<file path="src/rtl/imem_loader.sv">
// -----------------------------------------------------------------------------
// imem_loader
//   Boot-time loader. It parses a byte stream and writes its payload into
//   instruction memory, holding the CPU in reset until the load completes.
//   Stream format: a 16-bit big-endian word count N, followed by N words.
//   Each word is 4 bytes, most-significant byte first.
//
// Optional feature (macro LOADER_CHECKSUM_EN):
//   When this macro is defined, one trailing byte must equal the XOR of all
//   data bytes. A match completes the load and a mismatch raises err_o.
//
// Parameters
//   MEM_WORDS : instruction-memory capacity in 32-bit words (largest N accepted)
//   CNT_W     : width of the word-count header field
//
// Ports
//   clk_i        in   rising-edge clock
//   rst_i        in   synchronous, active-high reset
//   byte_i       in   stream byte
//   byte_valid_i in   byte_i is valid
//   byte_ready_o out  loader accepts byte_i this cycle
//   im_we_o      out  memory write strobe, one cycle per word
//   im_addr_o    out  word-aligned byte address of the write
//   im_data_o    out  word to write
//   cpu_rst_n_o  out  CPU reset, released only on a successful load
//   done_o       out  load completed successfully
//   err_o        out  load failed (sticky until rst_i)
// -----------------------------------------------------------------------------
module imem_loader #(
   parameter int unsigned MEM_WORDS = 128,
   parameter int unsigned CNT_W     = 16
) (
   input  logic        clk_i,
   input  logic        rst_i,
   input  logic [7:0]  byte_i,
   input  logic        byte_valid_i,
   output logic        byte_ready_o,
   output logic        im_we_o,
   output logic [31:0] im_addr_o,
   output logic [31:0] im_data_o,
   output logic        cpu_rst_n_o,
   output logic        done_o,
   output logic        err_o
);

   typedef enum logic [2:0] {
      HDR_HI, HDR_LO, WORD, WRITE, DONE, ERR
`ifdef LOADER_CHECKSUM_EN
      , CHK
`endif
   } state_t;

   state_t           state;
   logic [CNT_W-1:0] cnt;     // word count N
   logic [CNT_W-1:0] idx;     // index of the word being assembled / written
   logic [31:0]      shreg;   // word assembly register
   logic [1:0]       bcnt;    // bytes of the current word received so far
   logic [7:0]       csum;    // running XOR of data bytes

   logic             accept;
   logic [CNT_W-1:0] n_next;
   logic [31:0]      word_next;

   // byte_ready_o is registered, so a handshake is a plain AND with the
   // registered value.
   assign accept    = byte_valid_i & byte_ready_o;
   assign n_next    = {cnt[CNT_W-9:0], byte_i};
   assign word_next = {shreg[23:0], byte_i};

   always_ff @(posedge clk_i) begin
      if (rst_i) begin
         state        <= HDR_HI;
         cnt          <= '0;
         idx          <= '0;
         shreg        <= '0;
         bcnt         <= '0;
         csum         <= '0;
         byte_ready_o <= 1'b0;
         im_we_o      <= 1'b0;
         im_addr_o    <= '0;
         im_data_o    <= '0;
         cpu_rst_n_o  <= 1'b0;
         done_o       <= 1'b0;
         err_o        <= 1'b0;
      end else begin
         im_we_o <= 1'b0;
         case (state)
            // Ready is raised here on the first cycle after reset.
            HDR_HI: begin
               byte_ready_o <= 1'b1;
               if (accept) begin
                  cnt   <= CNT_W'(byte_i);
                  state <= HDR_LO;
               end
            end
            HDR_LO: begin
               if (accept) begin
                  cnt <= n_next;
                  if (n_next == '0) begin
`ifdef LOADER_CHECKSUM_EN
                     state <= CHK;
`else
                     state        <= DONE;
                     byte_ready_o <= 1'b0;
                     done_o       <= 1'b1;
                     cpu_rst_n_o  <= 1'b1;
`endif
                  end else if (32'(n_next) > MEM_WORDS) begin
                     state <= ERR;
                     err_o <= 1'b1;
                  end else begin
                     state <= WORD;
                  end
               end
            end
            WORD: begin
               if (accept) begin
                  shreg <= word_next;
                  csum  <= csum ^ byte_i;
                  bcnt  <= bcnt + 2'd1;
                  if (bcnt == 2'd3) begin
                     state        <= WRITE;
                     byte_ready_o <= 1'b0;
                     im_we_o      <= 1'b1;
                     im_addr_o    <= 32'({idx, 2'b00});
                     im_data_o    <= word_next;
                  end
               end
            end
            // One-cycle write slot. The index stops at N-1 and never wraps.
            WRITE: begin
               if (idx == cnt - CNT_W'(1)) begin
`ifdef LOADER_CHECKSUM_EN
                  state        <= CHK;
                  byte_ready_o <= 1'b1;
`else
                  state       <= DONE;
                  done_o      <= 1'b1;
                  cpu_rst_n_o <= 1'b1;
`endif
               end else begin
                  idx          <= idx + CNT_W'(1);
                  state        <= WORD;
                  byte_ready_o <= 1'b1;
               end
            end
`ifdef LOADER_CHECKSUM_EN
            CHK: begin
               if (accept) begin
                  if (byte_i == csum) begin
                     state        <= DONE;
                     byte_ready_o <= 1'b0;
                     done_o       <= 1'b1;
                     cpu_rst_n_o  <= 1'b1;
                  end else begin
                     state <= ERR;
                     err_o <= 1'b1;
                  end
               end
            end
`endif
            DONE: begin
               byte_ready_o <= 1'b0;
            end
            // Drain mode: keep accepting bytes and drop them.
            ERR: begin
               byte_ready_o <= 1'b1;
               err_o        <= 1'b1;
               cpu_rst_n_o  <= 1'b0;
            end
            default: begin
               state <= HDR_HI;
            end
         endcase
      end
   end

endmodule

</file>
<file path="config.mk">
export PLATFORM = sky130hd
export DESIGN_NAME = imem_loader
export DESIGN_NICKNAME = d
export VERILOG_FILES = /design/src/rtl/imem_loader.sv
export SDC_FILE = /design/constraint.sdc
export NUM_CORES = 1
export LEC_CHECK = 0
export ABC_CLOCK_PERIOD_IN_PS = 3300
export CORE_MARGIN = 4
export CORE_UTILIZATION = 38
export DETAILED_ROUTE_END_ITERATION = 10
export DONT_BUFFER_PORTS = 1
export SLEW_MARGIN = 20
export SYNTH_ARGS = -nofsm -noshare
export SYNTH_HDL_FRONTEND = slang
export SYNTH_SLANG_ARGS = --single-unit
</file>
<file path="constraint.sdc">
create_clock -name clk_i -period 3.3 [get_ports clk_i]
set_clock_uncertainty 0.1 [all_clocks]
set_input_delay 0.825 -clock clk_i [delete_from_list [all_inputs] [get_ports clk_i]]
set_output_delay 0.825 -clock clk_i [all_outputs]
set_load 0.05 [all_outputs]
</file>
==> results of run 1 <==
kinds of logic (layout without fill, tap and decap cells):
logic type	after synthesis	count (layout)	share of synthesized area
AOI/OAI and AO/OA	139	139	0.148
xor gates and xnor gates	21	21	0.0356
adders and majority gates	3	3	0.00727
buffers and inverters	72	54	0.0691
DFF	114	114	0.442
muxes	10	10	0.0225
other	1	16	0.000726
and+or+nand+nor	306	306	0.275
path summary, 6_finish.rpt:
| path | from | to | slack, ns | depth (start not counted) |
|---|---|---|---|---|
| max | cnt[0]$_SDFFE_PP0P_ | idx[8]$_SDFFE_PP0P_ | 0.26 | 11 |
| min | shreg[22]$_SDFFE_PP0P_ | shreg[22]$_SDFFE_PP0P_ | 0.35 | 2 |
| min reg2reg | shreg[22]$_SDFFE_PP0P_ | shreg[22]$_SDFFE_PP0P_ | 0.35 | 2 |
| max reg2reg | cnt[0]$_SDFFE_PP0P_ | idx[8]$_SDFFE_PP0P_ | 0.26 | 11 |
area by class of cell:
cell class	instances	area [um2]	area share
clock inverters	12	155	0.0265
repair buffers	16	124	0.0212
clock buffers	20	457	0.0780
inverters	6	22.5	0.00385
flip-flops and latches	114	2280	0.390
multi-input cells	495	2590	0.443
well taps	176	220	0.0376
flip-flops by register name (all words and copies together) (netlist names):
name,count
im_data_o,32
shreg,24
cnt,16
idx,16
im_addr_o,16
state,3
bcnt,2
byte_ready_o,1
cpu_rst_n_o,1
done_o,1
err_o,1
im_we_o,1
cell usage in the layout, fill, tap and decap left out, types with 9 or more instances in the layout:
cell type / n
nand2_1: 192
xnor2_1: 16
nor2b_1: 14
dfxtp_1: 114
clkbuf_16: 17
buf_4: 15
nand3_1: 10
or3_1: 10
nand4_1: 9
nor2_1: 22
a21oi_1: 107
conb_1: 16
nor3_1: 9
worst max-delay path, delay by kind of cell, from the launching register on:
family          cells  cell delay [ns]
fa+ha+maj           1             0.17
compound gates      2             0.54
simple gates        5             1.12
flops               1             0.37
mux                 1             0.33
buf+inv             2             0.29
cell usage after synthesis, drive strengths merged, types with 2 or more instances:
master	instances
nand2	192
dfxtp	114
a21oi	107
clkbuf	42
buf	24
nor2	23
xnor2	16
nor2b	15
nand3	10
nor3	10
or3	10
nand4	9
nor4	8
or4	8
mux2	7
o21ai	7
inv	6
a31oi	5
nand2b	5
o31ai	5
xor2	5
ha	3
mux2i	3
nand4b	3
o211ai	3
or4b	3
and3	2
o31a	2
repair_timing:
action                                  4_1_cts  5_1_grt
resized for setup                             0        2
endpoints found under the setup margin        0        4
buffers inserted                              0        1
hold buffers                                  0        0
per-layer routing:
layer | share of wire | GRT usage
met5 | 0 | 0
met2 | 0.47 | 0.267
met1 | 0.45 | 0.215
met3 | 0.075 | 0.0626
met4 | 0.012 | 0.0548
per-stage QoR:
stage | setup WS [ns] | instance area [um2] | hold slack (ns) | instances
2_1_floorplan | 0.209 | 5220 | 0.332 | 681
3_3_place_gp | 0.314 | 5230 | 0.335 | 806
3_5_place_dp | 0.173 | 5230 | 0.343 | 806
4_1_cts | 0.157 | 5840 | 0.351 | 838
5_1_grt | 0.00581 | 5850 | 0.366 | 839
6_report | 0.263 | 5850 | 0.355 | 839
where the power goes:
part	switching, mW	internal [mW]	leakage [nW]
combinational	0.124	0.0650	0.779
sequential	0.0140	1.39	0.919
clock	0.645	1.23	0.297
==> results.toml, run 1 <==
[critical_path]
worst-setup-path-type = "reg2reg"
arrival_ns = 3.22
cp.required_ns = 3.49
slowest_delay_ns = 0.40
crit_slowest_cell = "or3b_1"
cp-end-kind = "register"
crit_chain = "inv_1 > ha_1 > nor2b_2 > nand4b_1 > or3b_1 > a211o_1 > a211oi_1 > nor4b_4 > buf_4 > or3_1 > mux2_1"
crit_fanout = 8
start_kind = "register"

[place]
io_buffers = 0
routabilityCongestion = 0.801
hpwl_mm = 9.02

[timing]
max_freq_ghz = 0.329
slew_viol_final = 0
rsz0062_at_grt = "no"
fin_crit_ns = 3.04
post-route-period-util = 0.920
setup_viol = 0
finalSetupTns_ns = 0
relSlewSlack = 0.598
tightestPinTransition_ns = 0.602
final_hold_viol_count = 0

[synthesis]
ys_seq_area_frac = 0.442
synth_edf_count = 0
yosysWarnings = 0
synthArstFlopShare = 0
synth_area_leaders = "dfxtp_1 44%, nand2_1 14%, a21oi_1 10%"
synth.cell_area_um2 = 5160
syn_area_per_cell_um2 = 7.75
synth_cell_types = 52
synth_top_area_share = 0.442
synth_top_area_cell = "dfxtp_1"
synth_ff_type = "dfxtp_1"
syn_inst = 666
ys_ff_latch = 114

[clock_network]
clock-sinks = 114
cts_made_buffers = 17
cts_tree = "done"
clk_latency_ns = 0.41
cts-root-buf = "clkbuf_16"
path_clk_slew_ns = 0.05
clock_path_buffers = 2
htreeDepth = 4

[die]
num_rows = 42
core-area_um2 = 13300
floorplan.initialDensity = 0.388
die-area_um2 = 15500
die_x_um = 125
fp.dieH_um = 125
ioPinCount = 80

[drt]
wl_mm = 13.0
vias = 4403
avgRoutedWirePerCell_um = 15.6
ant_nets = 0
drtIter0Drc = 310
drt_pass1_iterations = 5
drc = 0
viasPerCell = 5.25

[global_routing]
overflow = 0
grt_max_degree = 124
grt_pass1_wl_mm = 21.6
grt_pass1_vias = 4210
grt.total_usage = 0.169
grt_antenna_before_repair = 0

[hold_path]
hold_path.class = "reg2reg"

[cells_and_area]
syn2layout_area_growth_pct = 13.3
n_antenna_cell = 0
drive_above_1_share = 0.0814
fin_util = 0.440
nets = 664
fillers = 1353

[pwr]
finalPower_mw = 3.46
vdd_drop_max_mv = 0.376
leakage_nw = 1.99
power_density_nw_per_um2 = 592

[flow_run]
maxCapViolCount = 0

[status]
outcome = "finished clean"
(Power assumes the default switching activity.)
==> run 2, diff against run 1 <==
--- a/config.mk
+++ b/config.mk
@@ -5,7 +5,7 @@
 export SDC_FILE = /design/constraint.sdc
 export NUM_CORES = 1
 export LEC_CHECK = 0
-export ABC_CLOCK_PERIOD_IN_PS = 3300
+export ABC_CLOCK_PERIOD_IN_PS = 2750
 export CORE_MARGIN = 4
 export CORE_UTILIZATION = 38
 export DETAILED_ROUTE_END_ITERATION = 10
==> constraint.sdc (replaced) <==
create_clock -name clk_i -period 2.75 [get_ports clk_i]
set_clock_uncertainty 0.1 [all_clocks]
set_input_delay 0.6875 -clock clk_i [delete_from_list [all_inputs] [get_ports clk_i]]
set_output_delay 0.6875 -clock clk_i [all_outputs]
set_load 0.05 [all_outputs]
==> results.toml, run 2 (synthesis gave the netlist of run 1 again) <==
[hold_path]
hold_path.class = "in2reg"
hp-start = "rst_i"
whs_path_depth = 1
hold_end = "im_addr_o[5]$_SDFFE_PP0P_"

[timing]
slew_viol_final = 0
tightestPinTransition_ns = 0.619
finalSetupTns_ns = -0.641
rsz0062_at_grt = "yes"
relSlewSlack = 0.586
setup_viol = 14
post-route-period-util = 1.05
max_freq_ghz = 0.348
fin_crit_ns = 2.88
fin_ws_ns = -0.126
final_hold_viol_count = 0

[clock_network]
cts_made_buffers = 17
cts-root-buf = "clkbuf_16"
htreeDepth = 4
clock-sinks = 114
path_clk_slew_ns = 0.06
cts_tree = "done"
cts_hold_buf = 0
clk_latency_ns = 0.41
clock_path_buffers = 2

[critical_path]
reg2reg_depth = 9
crit_fanout = 4
worstReg2RegStart = "cnt[10]$_SDFFE_PP0P_"
r2r_slack_ns = -0.13
cp.required_ns = 2.95
cp-end-kind = "register"
worst-setup-path-type = "reg2reg"
start_kind = "register"
arrival_ns = 3.08
worstReg2RegEnd = "idx[3]$_SDFFE_PP0P_"

[place]
io_buffers = 0
hpwl_mm = 9.26
dpl_worst_slack_ns = -0.214
routabilityCongestion = 0.812
post_dp_cell_area_um2 = 5490

[cells_and_area]
multiInputGateArea_um2 = 2830
drive_above_1_share = 0.182
regArea_um2 = 2290
n_antenna_cell = 0
fin_util = 0.480
nets = 698
syn2layout_area_growth_pct = 23.5
mostFrequentLayoutCells = "190 x nand2_1, 111 x dfxtp_1, 102 x a21oi_1"
top_regs = "im_data_o x32, shreg x24"
largest_reg_flops = 32
fin_area_um2 = 6380
fillers = 1298
layout_commonest_cell = "nand2_1"
largest_register = "im_data_o"

[drt]
wl_mm = 13.7
avgRoutedWirePerCell_um = 15.7
vias = 4647
drt_pass1_iterations = 5
viasPerCell = 5.32
drc = 0
ant_nets = 0
drtIter0Drc = 296

[die]
die-area_um2 = 15500
core-area_um2 = 13300
die_x_um = 125
floorplan.initialDensity = 0.388
ioPinCount = 80
fp.dieH_um = 125
num_rows = 42

[pwr]
vdd_drop_max_mv = 0.513
leakage_nw = 2.24
power_density_nw_per_um2 = 661
finalPower_mw = 4.21

[status]
outcome = "finished with violations"
violations = "negative setup slack"

[global_routing]
overflow = 0
grt_pass1_wl_mm = 22.1
grt_pass1_vias = 4419
grt_max_degree = 124
grt.total_usage = 0.173
grt_antenna_before_repair = 0

[flow_run]
maxCapViolCount = 0
run 2: how the worst max path moves through the flow:
stage,end,cells after the start,startpoint
floorplan,idx[13]$_SDFFE_PP0P_,12,cnt[0]$_SDFFE_PP0P_
CTS,idx[13]$_SDFFE_PP0P_,9,cnt[10]$_SDFFE_PP0P_
global route,idx[3]$_SDFFE_PP0P_,11,cnt[1]$_SDFFE_PP0P_
detailed placement,idx[13]$_SDFFE_PP0P_,11,cnt[1]$_SDFFE_PP0P_
finish,idx[3]$_SDFFE_PP0P_,9,cnt[10]$_SDFFE_PP0P_
global placement,idx[13]$_SDFFE_PP0P_,11,cnt[1]$_SDFFE_PP0P_
run 2: routing by layer:
metal  share of wire  vias up  wire, um  global-route usage
met5               0        -         0                   0
met4           0.025        0       346              0.0806
met3           0.085       33      1170              0.0673
met2            0.47      155      6430               0.270
met1            0.42     2187      5800               0.210
li1                -     2272         -                   -
run 2: through the flow:
stage,instances,hold WS [ns]
floorplan,681,0.332
global placement,831,0.342
detailed placement,831,0.346
CTS,866,0.235
global route,873,0.228
finish,873,0.253
run 2: area by class of cell:
cell class | instances | share of cell area
Clock inverter | 8 | 0.0196
Clock buffer | 24 | 0.0755
Multi-Input combinational cell | 496 | 0.444
Timing Repair Buffer | 49 | 0.0632
Tap cell | 176 | 0.0345
Sequential cell | 114 | 0.359
Inverter | 6 | 0.00392
run 2: critical path, cell delays in order (launching register included):
cell and delay, ns:
dfxtp_2 0.32, or3_4 0.38, or4b_1 0.50, o211ai_1 0.19, a31oi_1 0.08, a211oi_2 0.25
buf_4 0.15, nor4b_4 0.32, or3_1 0.18, mux2_4 0.29
run 2: power by group:
| part | total, mW | internal (mW) | switching [mW] |
|---|---|---|---|
| logic | 0.292 | 0.113 | 0.179 |
| clock network | 2.25 | 1.50 | 0.750 |
| registers | 1.67 | 1.66 | 0.0122 |
| total | 4.21 | 3.27 | 0.942 |
run 2: timing repair:
item | in CTS | in global routing
setup buffers | 3 | 8
pin swaps | 10 | 23
cloned | 1 | 0
setup endpoints to repair | 18 | 21
resized for setup | 11 | 37
